$ cat config.mk
export PLATFORM = sky130hd
export DESIGN_NAME = cpu_controller
export DESIGN_NICKNAME = d
export VERILOG_FILES = /design/src/rtl/cpu_defs.sv /design/src/rtl/cond_eval.sv /design/src/rtl/cpu_controller.sv
export SDC_FILE = /design/constraint.sdc
export NUM_CORES = 1
export LEC_CHECK = 0
export ABC_AREA = 1
export BUFFER_PORTS_ARGS = -buffer_cell sky130_fd_sc_hd__buf_2
export CAP_MARGIN = 10
export CORE_MARGIN = 3
export CORE_UTILIZATION = 40
export CTS_CLUSTER_SIZE = 25
export DETAILED_ROUTE_END_ITERATION = 7
export PLACE_DENSITY = 0.78
export SYNTH_ARGS = -nofsm -noshare
export SYNTH_HDL_FRONTEND = slang
export SYNTH_SLANG_ARGS = --single-unit
$ cat constraint.sdc
create_clock -name clk -period 1.2 [get_ports clk]
set_input_delay 0.12 -clock clk [delete_from_list [all_inputs] [get_ports clk]]
set_output_delay 0.12 -clock clk [all_outputs]
set_load 0.01 [all_outputs]
$ cat src/rtl/cpu_defs.sv
// Shared controller/datapath/decoder definitions: FSM states, bus codes and
// instruction field values.
package cpu_defs;

   typedef enum logic [4:0] {
      S_RST, S_IF1, S_IF2, S_UPC, S_DEC,
      S_WIMM, S_GETA, S_GETB, S_ALU, S_WREG,
      S_ADDR, S_LADDR, S_MRD, S_MWB,
      S_SGETB, S_SALU, S_SWR,
      S_BR, S_HALT
   } state_t;

   localparam logic [1:0] MEM_NONE  = 2'b00;
   localparam logic [1:0] MEM_READ  = 2'b01;
   localparam logic [1:0] MEM_WRITE = 2'b10;

   localparam logic [1:0] VSEL_C    = 2'b00;
   localparam logic [1:0] VSEL_PC   = 2'b01;
   localparam logic [1:0] VSEL_IMM  = 2'b10;
   localparam logic [1:0] VSEL_MEM  = 2'b11;

   localparam logic [2:0] NSEL_RM   = 3'b001;
   localparam logic [2:0] NSEL_RD   = 3'b010;
   localparam logic [2:0] NSEL_RN   = 3'b100;

   localparam logic [2:0] OPC_BR    = 3'b001;
   localparam logic [2:0] OPC_LDR   = 3'b011;
   localparam logic [2:0] OPC_STR   = 3'b100;
   localparam logic [2:0] OPC_ALU   = 3'b101;
   localparam logic [2:0] OPC_MOV   = 3'b110;
   localparam logic [2:0] OPC_HALT  = 3'b111;

   localparam logic [1:0] OP_MOVR   = 2'b00;
   localparam logic [1:0] OP_MOVI   = 2'b10;
   localparam logic [1:0] OP_ADD    = 2'b00;
   localparam logic [1:0] OP_CMP    = 2'b01;
   localparam logic [1:0] OP_MVN    = 2'b11;
   localparam logic [1:0] OP_MEM    = 2'b00;

   // MOV Rd,Rm and MVN read only Rm, so they skip GETA and pass B through.
   function automatic logic b_only(input logic [2:0] opcode, input logic [1:0] op);
      return (opcode == OPC_MOV && op == OP_MOVR) || (opcode == OPC_ALU && op == OP_MVN);
   endfunction

endpackage

$ cat src/rtl/cond_eval.sv
// Branch condition evaluation from the status flags.
module cond_eval (
   input  logic [2:0] cond,
   input  logic       Z,
   input  logic       N,
   input  logic       V,
   output logic       taken
);

   always_comb begin
      taken = 1'b0;
      case (cond)
         3'b000:  taken = 1'b1;
         3'b001:  taken = Z;
         3'b010:  taken = ~Z;
         3'b011:  taken = N ^ V;
         3'b100:  taken = (N ^ V) | Z;
         default: taken = 1'b0;
      endcase
   end

endmodule

$ cat src/rtl/cpu_controller.sv
// Moore FSM sequencing fetch, decode and execute for the simple CPU datapath.
module cpu_controller
   import cpu_defs::*;
(
   input  logic       clk,
   input  logic       reset,
   input  logic [2:0] opcode,
   input  logic [1:0] op,
   input  logic [2:0] cond,
   input  logic       Z,
   input  logic       N,
   input  logic       V,
   output logic [2:0] nsel,
   output logic       loada,
   output logic       loadb,
   output logic       loadc,
   output logic       loads,
   output logic       write,
   output logic       asel,
   output logic       bsel,
   output logic [1:0] vsel,
   output logic       load_ir,
   output logic       load_pc,
   output logic       reset_pc,
   output logic       pc_sel,
   output logic       addr_sel,
   output logic       load_addr,
   output logic [1:0] mem_cmd,
   output logic       halted
);

   state_t state, next_state;
   logic   br_taken;
   logic   is_mem;

   assign is_mem = (opcode == OPC_LDR || opcode == OPC_STR) && op == OP_MEM;

   cond_eval u_cond_eval (
      .cond  (cond),
      .Z     (Z),
      .N     (N),
      .V     (V),
      .taken (br_taken)
   );

   always_ff @(posedge clk) begin
      if (reset) state <= S_RST;
      else       state <= next_state;
   end

   always_comb begin
      next_state = state;
      nsel       = NSEL_RM;
      loada      = 1'b0;
      loadb      = 1'b0;
      loadc      = 1'b0;
      loads      = 1'b0;
      write      = 1'b0;
      asel       = 1'b0;
      bsel       = 1'b0;
      vsel       = VSEL_C;
      load_ir    = 1'b0;
      load_pc    = 1'b0;
      reset_pc   = 1'b0;
      pc_sel     = 1'b0;
      addr_sel   = 1'b0;
      load_addr  = 1'b0;
      mem_cmd    = MEM_NONE;
      halted     = 1'b0;

      case (state)
         S_RST: begin
            reset_pc   = 1'b1;
            load_pc    = 1'b1;
            next_state = S_IF1;
         end
         S_IF1: begin
            addr_sel   = 1'b1;
            mem_cmd    = MEM_READ;
            next_state = S_IF2;
         end
         S_IF2: begin
            addr_sel   = 1'b1;
            mem_cmd    = MEM_READ;
            load_ir    = 1'b1;
            next_state = S_UPC;
         end
         S_UPC: begin
            load_pc    = 1'b1;
            next_state = S_DEC;
         end
         S_DEC: begin
            next_state = S_IF1;
            if (opcode == OPC_MOV && op == OP_MOVI) next_state = S_WIMM;
            else if (b_only(opcode, op))            next_state = S_GETB;
            else if (opcode == OPC_ALU || is_mem)   next_state = S_GETA;
            else if (opcode == OPC_BR)              next_state = S_BR;
            else if (opcode == OPC_HALT)            next_state = S_HALT;
         end
         S_WIMM: begin
            nsel       = NSEL_RN;
            vsel       = VSEL_IMM;
            write      = 1'b1;
            next_state = S_IF1;
         end
         S_GETA: begin
            nsel       = NSEL_RN;
            loada      = 1'b1;
            next_state = is_mem ? S_ADDR : S_GETB;
         end
         S_GETB: begin
            loadb      = 1'b1;
            next_state = S_ALU;
         end
         // CMP only updates the status register; everything else latches C.
         S_ALU: begin
            if (opcode == OPC_ALU && op == OP_CMP) begin
               loads      = 1'b1;
               next_state = S_IF1;
            end else begin
               loadc      = 1'b1;
               asel       = b_only(opcode, op);
               next_state = S_WREG;
            end
         end
         S_WREG: begin
            nsel       = NSEL_RD;
            vsel       = VSEL_C;
            write      = 1'b1;
            next_state = S_IF1;
         end
         S_ADDR: begin
            bsel       = 1'b1;
            loadc      = 1'b1;
            next_state = S_LADDR;
         end
         S_LADDR: begin
            load_addr  = 1'b1;
            next_state = (opcode == OPC_LDR) ? S_MRD : S_SGETB;
         end
         S_MRD: begin
            mem_cmd    = MEM_READ;
            next_state = S_MWB;
         end
         S_MWB: begin
            mem_cmd    = MEM_READ;
            vsel       = VSEL_MEM;
            nsel       = NSEL_RD;
            write      = 1'b1;
            next_state = S_IF1;
         end
         S_SGETB: begin
            nsel       = NSEL_RD;
            loadb      = 1'b1;
            next_state = S_SALU;
         end
         S_SALU: begin
            asel       = 1'b1;
            loadc      = 1'b1;
            next_state = S_SWR;
         end
         S_SWR: begin
            mem_cmd    = MEM_WRITE;
            next_state = S_IF1;
         end
         S_BR: begin
            load_pc    = br_taken;
            pc_sel     = br_taken;
            next_state = S_IF1;
         end
         S_HALT: begin
            halted     = 1'b1;
            next_state = S_HALT;
         end
         default: next_state = S_RST;
      endcase
   end

endmodule

==> qor.txt <==
CORE AREA: 0.001783 mm²
r2r startpoint: state[0]
starting density of the core: 43.93%
Biggest register: state
critical path fanouts, max: 6
Post-synth top flop: dfxtp_1
sequential-to-total area share from yosys stat: 12.78%
CTS Buf Count: 3
PwrDens: 1157 mW/mm²
switching share of power: 47.83%
total grt overflow: 0
DIE WIDTH: 50.25 µm
dpl ws: -0.1505 ns
Synth Register Bits: 5
cell area after layout: 0.001494 mm²
Async SR Flop Fraction: 0%
vias in the first global route: 1178
number of top-level pins: 34
DRC: 0
initial DRC count: 64
H-Tree Depth: 1
Clock Tree Buf Depth: 2
CTS tree: built
hpwl dp: 1926 µm
Nets: 231
final hold violations: 0
Worst Hold Launch: reset
Vias/cell: 5.306
Logic pwr share: 70.7%
Mapped Nets: 161
Cell variety after synth: 26
clk root buf: clkbuf_4
cell area after synthesis: 783.3 µm²
max reg flops: 5
relative slew slack: 83.26%
Critical Path End Type: output pin
Slew Limit Fails: 0
status: complete, but fails checks
mean routed wirelength per cell: 15.79 µm
drt pass-1 iters: 4
Antenna Nets Post-Route: 0
largest registers: state x5
Clock Pin Slew Worst Setup and Hold Paths: 0.06 ns
WP data required: 1.08 ns
RSZ-0062 raised after global routing: yes
total power: 1729 µW
placed inst area: 0.001059 mm²
share of layout cells above drive strength 1: 60.37%
Crit Path Class: flip-flop to output pin
fin crit share: 130.7%
CP arrival: 1.45 ns
number of flops mapped to enable cells by yosys: 0
Final WS setup: -0.3688 ns
Max Cap Viol: 0
n_diodes: 0
Final min period: 1.569 ns
Cell Int Power: 901.8 µW
Buffers on Ports: 33
first-pass GRT wire length: 5078 µm
hold_buf cts: 0
Num Clock Sinks: 5
Placed Instances: 217
failing checks: negative setup slack
Crit. Startpoint: state[0]
Reg power frac: 16.2%
Overall Global Routing Usage: 26.39%
Non-Filler Instances: 242
Worst Skew: 0.01687 ns
setup violators final: 26
total vias in the final route: 1284
Layout area overhead: 90.73%
row cnt: 15
Syn Inst Count: 148
Hold WC Path Type: input pin to flip-flop
Worst-Skew Late Latency: 0.27 ns
largest net degree at the start of global routing: 8
Routed WL: 3820 µm
final RePlAce weighted congestion: 0.9148
Max Freq: 0.6374 GHz
P_sw: 826.7 µW
Fin Hold WS: 0.06033 ns
initial antenna violation count: 0
P_leak: 0.0008929 µW
Yosys Warn Count: 0
syn avg cell area: 5.292 µm²
VDD IR-drop max: 0.7090 mV
Worst setup SP type: flip-flop
die area: 0.002525 mm²
die span in y: 50.25 µm
worst slew pin tran: 0.2492 ns
clock network power share: 13.1%
power groups by stage:
stage                     Sequential [µW]  Clock [µW]  Combinational, µW
after floorplan                       212           0                492
after global placement                243           0                748
after detailed placement              245           0                762
after CTS                             268         199               1020
after global routing                  282         234               1310
final                                 281         226               1220
repair_timing:
item                       in CTS  in global routing
setup endpoints to repair      26                 26
buffers inserted               16                  6
pin swaps                      24                 15
gates resized for setup        52                 20
worst paths after layout:
path,end,cells past startpoint,slack [ns]
setup / recovery,load_pc,6,-0.37
hold / removal,state[1],2,0.06
setup reg to reg,state[2],8,-0.29
hold reg to reg,state[0],6,0.83
cell families (layout without fill, tap and decap cells):
| family | count (synthesis) | in the layout | synth area share [%] |
|---|---|---|---|
| xor+xnor | 1 | 1 | 1.118 |
| flops | 5 | 5 | 12.78 |
| simple gates | 89 | 89 | 55.11 |
| buf+inv | 36 | 105 | 19.01 |
| compound gates | 17 | 17 | 11.98 |
through the flow:
step             TNS, ns  utilization (%)
6_report          -6.227            83.79
5_1_grt           -7.480            83.79
4_1_cts           -3.348            77.47
3_5_place_dp      -1.005            59.37
3_3_place_gp     -0.7138            59.37
2_1_floorplan  -0.001278                -
routing by layer:
metal	track usage, %	vias to the layer above	routed length [µm]	part of all wire, %
li1	-	598	-	-
met1	26.52	580	1404	37
met2	51.09	74	1937	51
met3	3.561	32	227	5.9
met4	14.29	0	250	6.5
met5	0	-	0	0
final cells by class:
type                            count  area [µm²]
Clock buffer                        4       26.28
Fill cell                         111       289.0
Inverter                           34       140.1
Multi-Input combinational cell    107       675.6
Sequential cell                     5       116.4
Tap cell                           25       31.28
Timing Repair Buffer               67       504.2
worst max-delay path, stage by stage, from the launching register on:
cell	delay [ns]
dfxtp_4	0.41
inv_4	0.05
nor2_4	0.14
nand3_2	0.11
nand3b_1	0.21
o21ai_1	0.10
buf_2	0.14
cell usage in the layout, fill, tap and decap left out, types with 3 or more instances in the layout:
cell      count
nand3_2       5
a21oi_1       3
nand3_1       8
buf_2        29
nand2_1      28
o21ai_0       5
inv_1        17
buf_6        13
dfxtp_4       4
nor2_2        5
inv_2        14
nor2_4       10
clkbuf_4      3
nand2_2       8
nor2_1       15
buf_4        23
cells in the mapped netlist, types with 3 or more instances:
master | n | area share [%]
nand2_1 | 36 | 17
inv_1 | 27 | 13
nor2_1 | 21 | 10
nand3_1 | 13 | 8.3
o21ai_0 | 8 | 5.1
inv_2 | 6 | 2.9
nor2_2 | 6 | 4.8
dfxtp_1 | 5 | 13
a21oi_1 | 4 | 2.6
nor3_1 | 4 | 2.6
nor2_4 | 3 | 4.3
(Power assumes the default switching activity.)
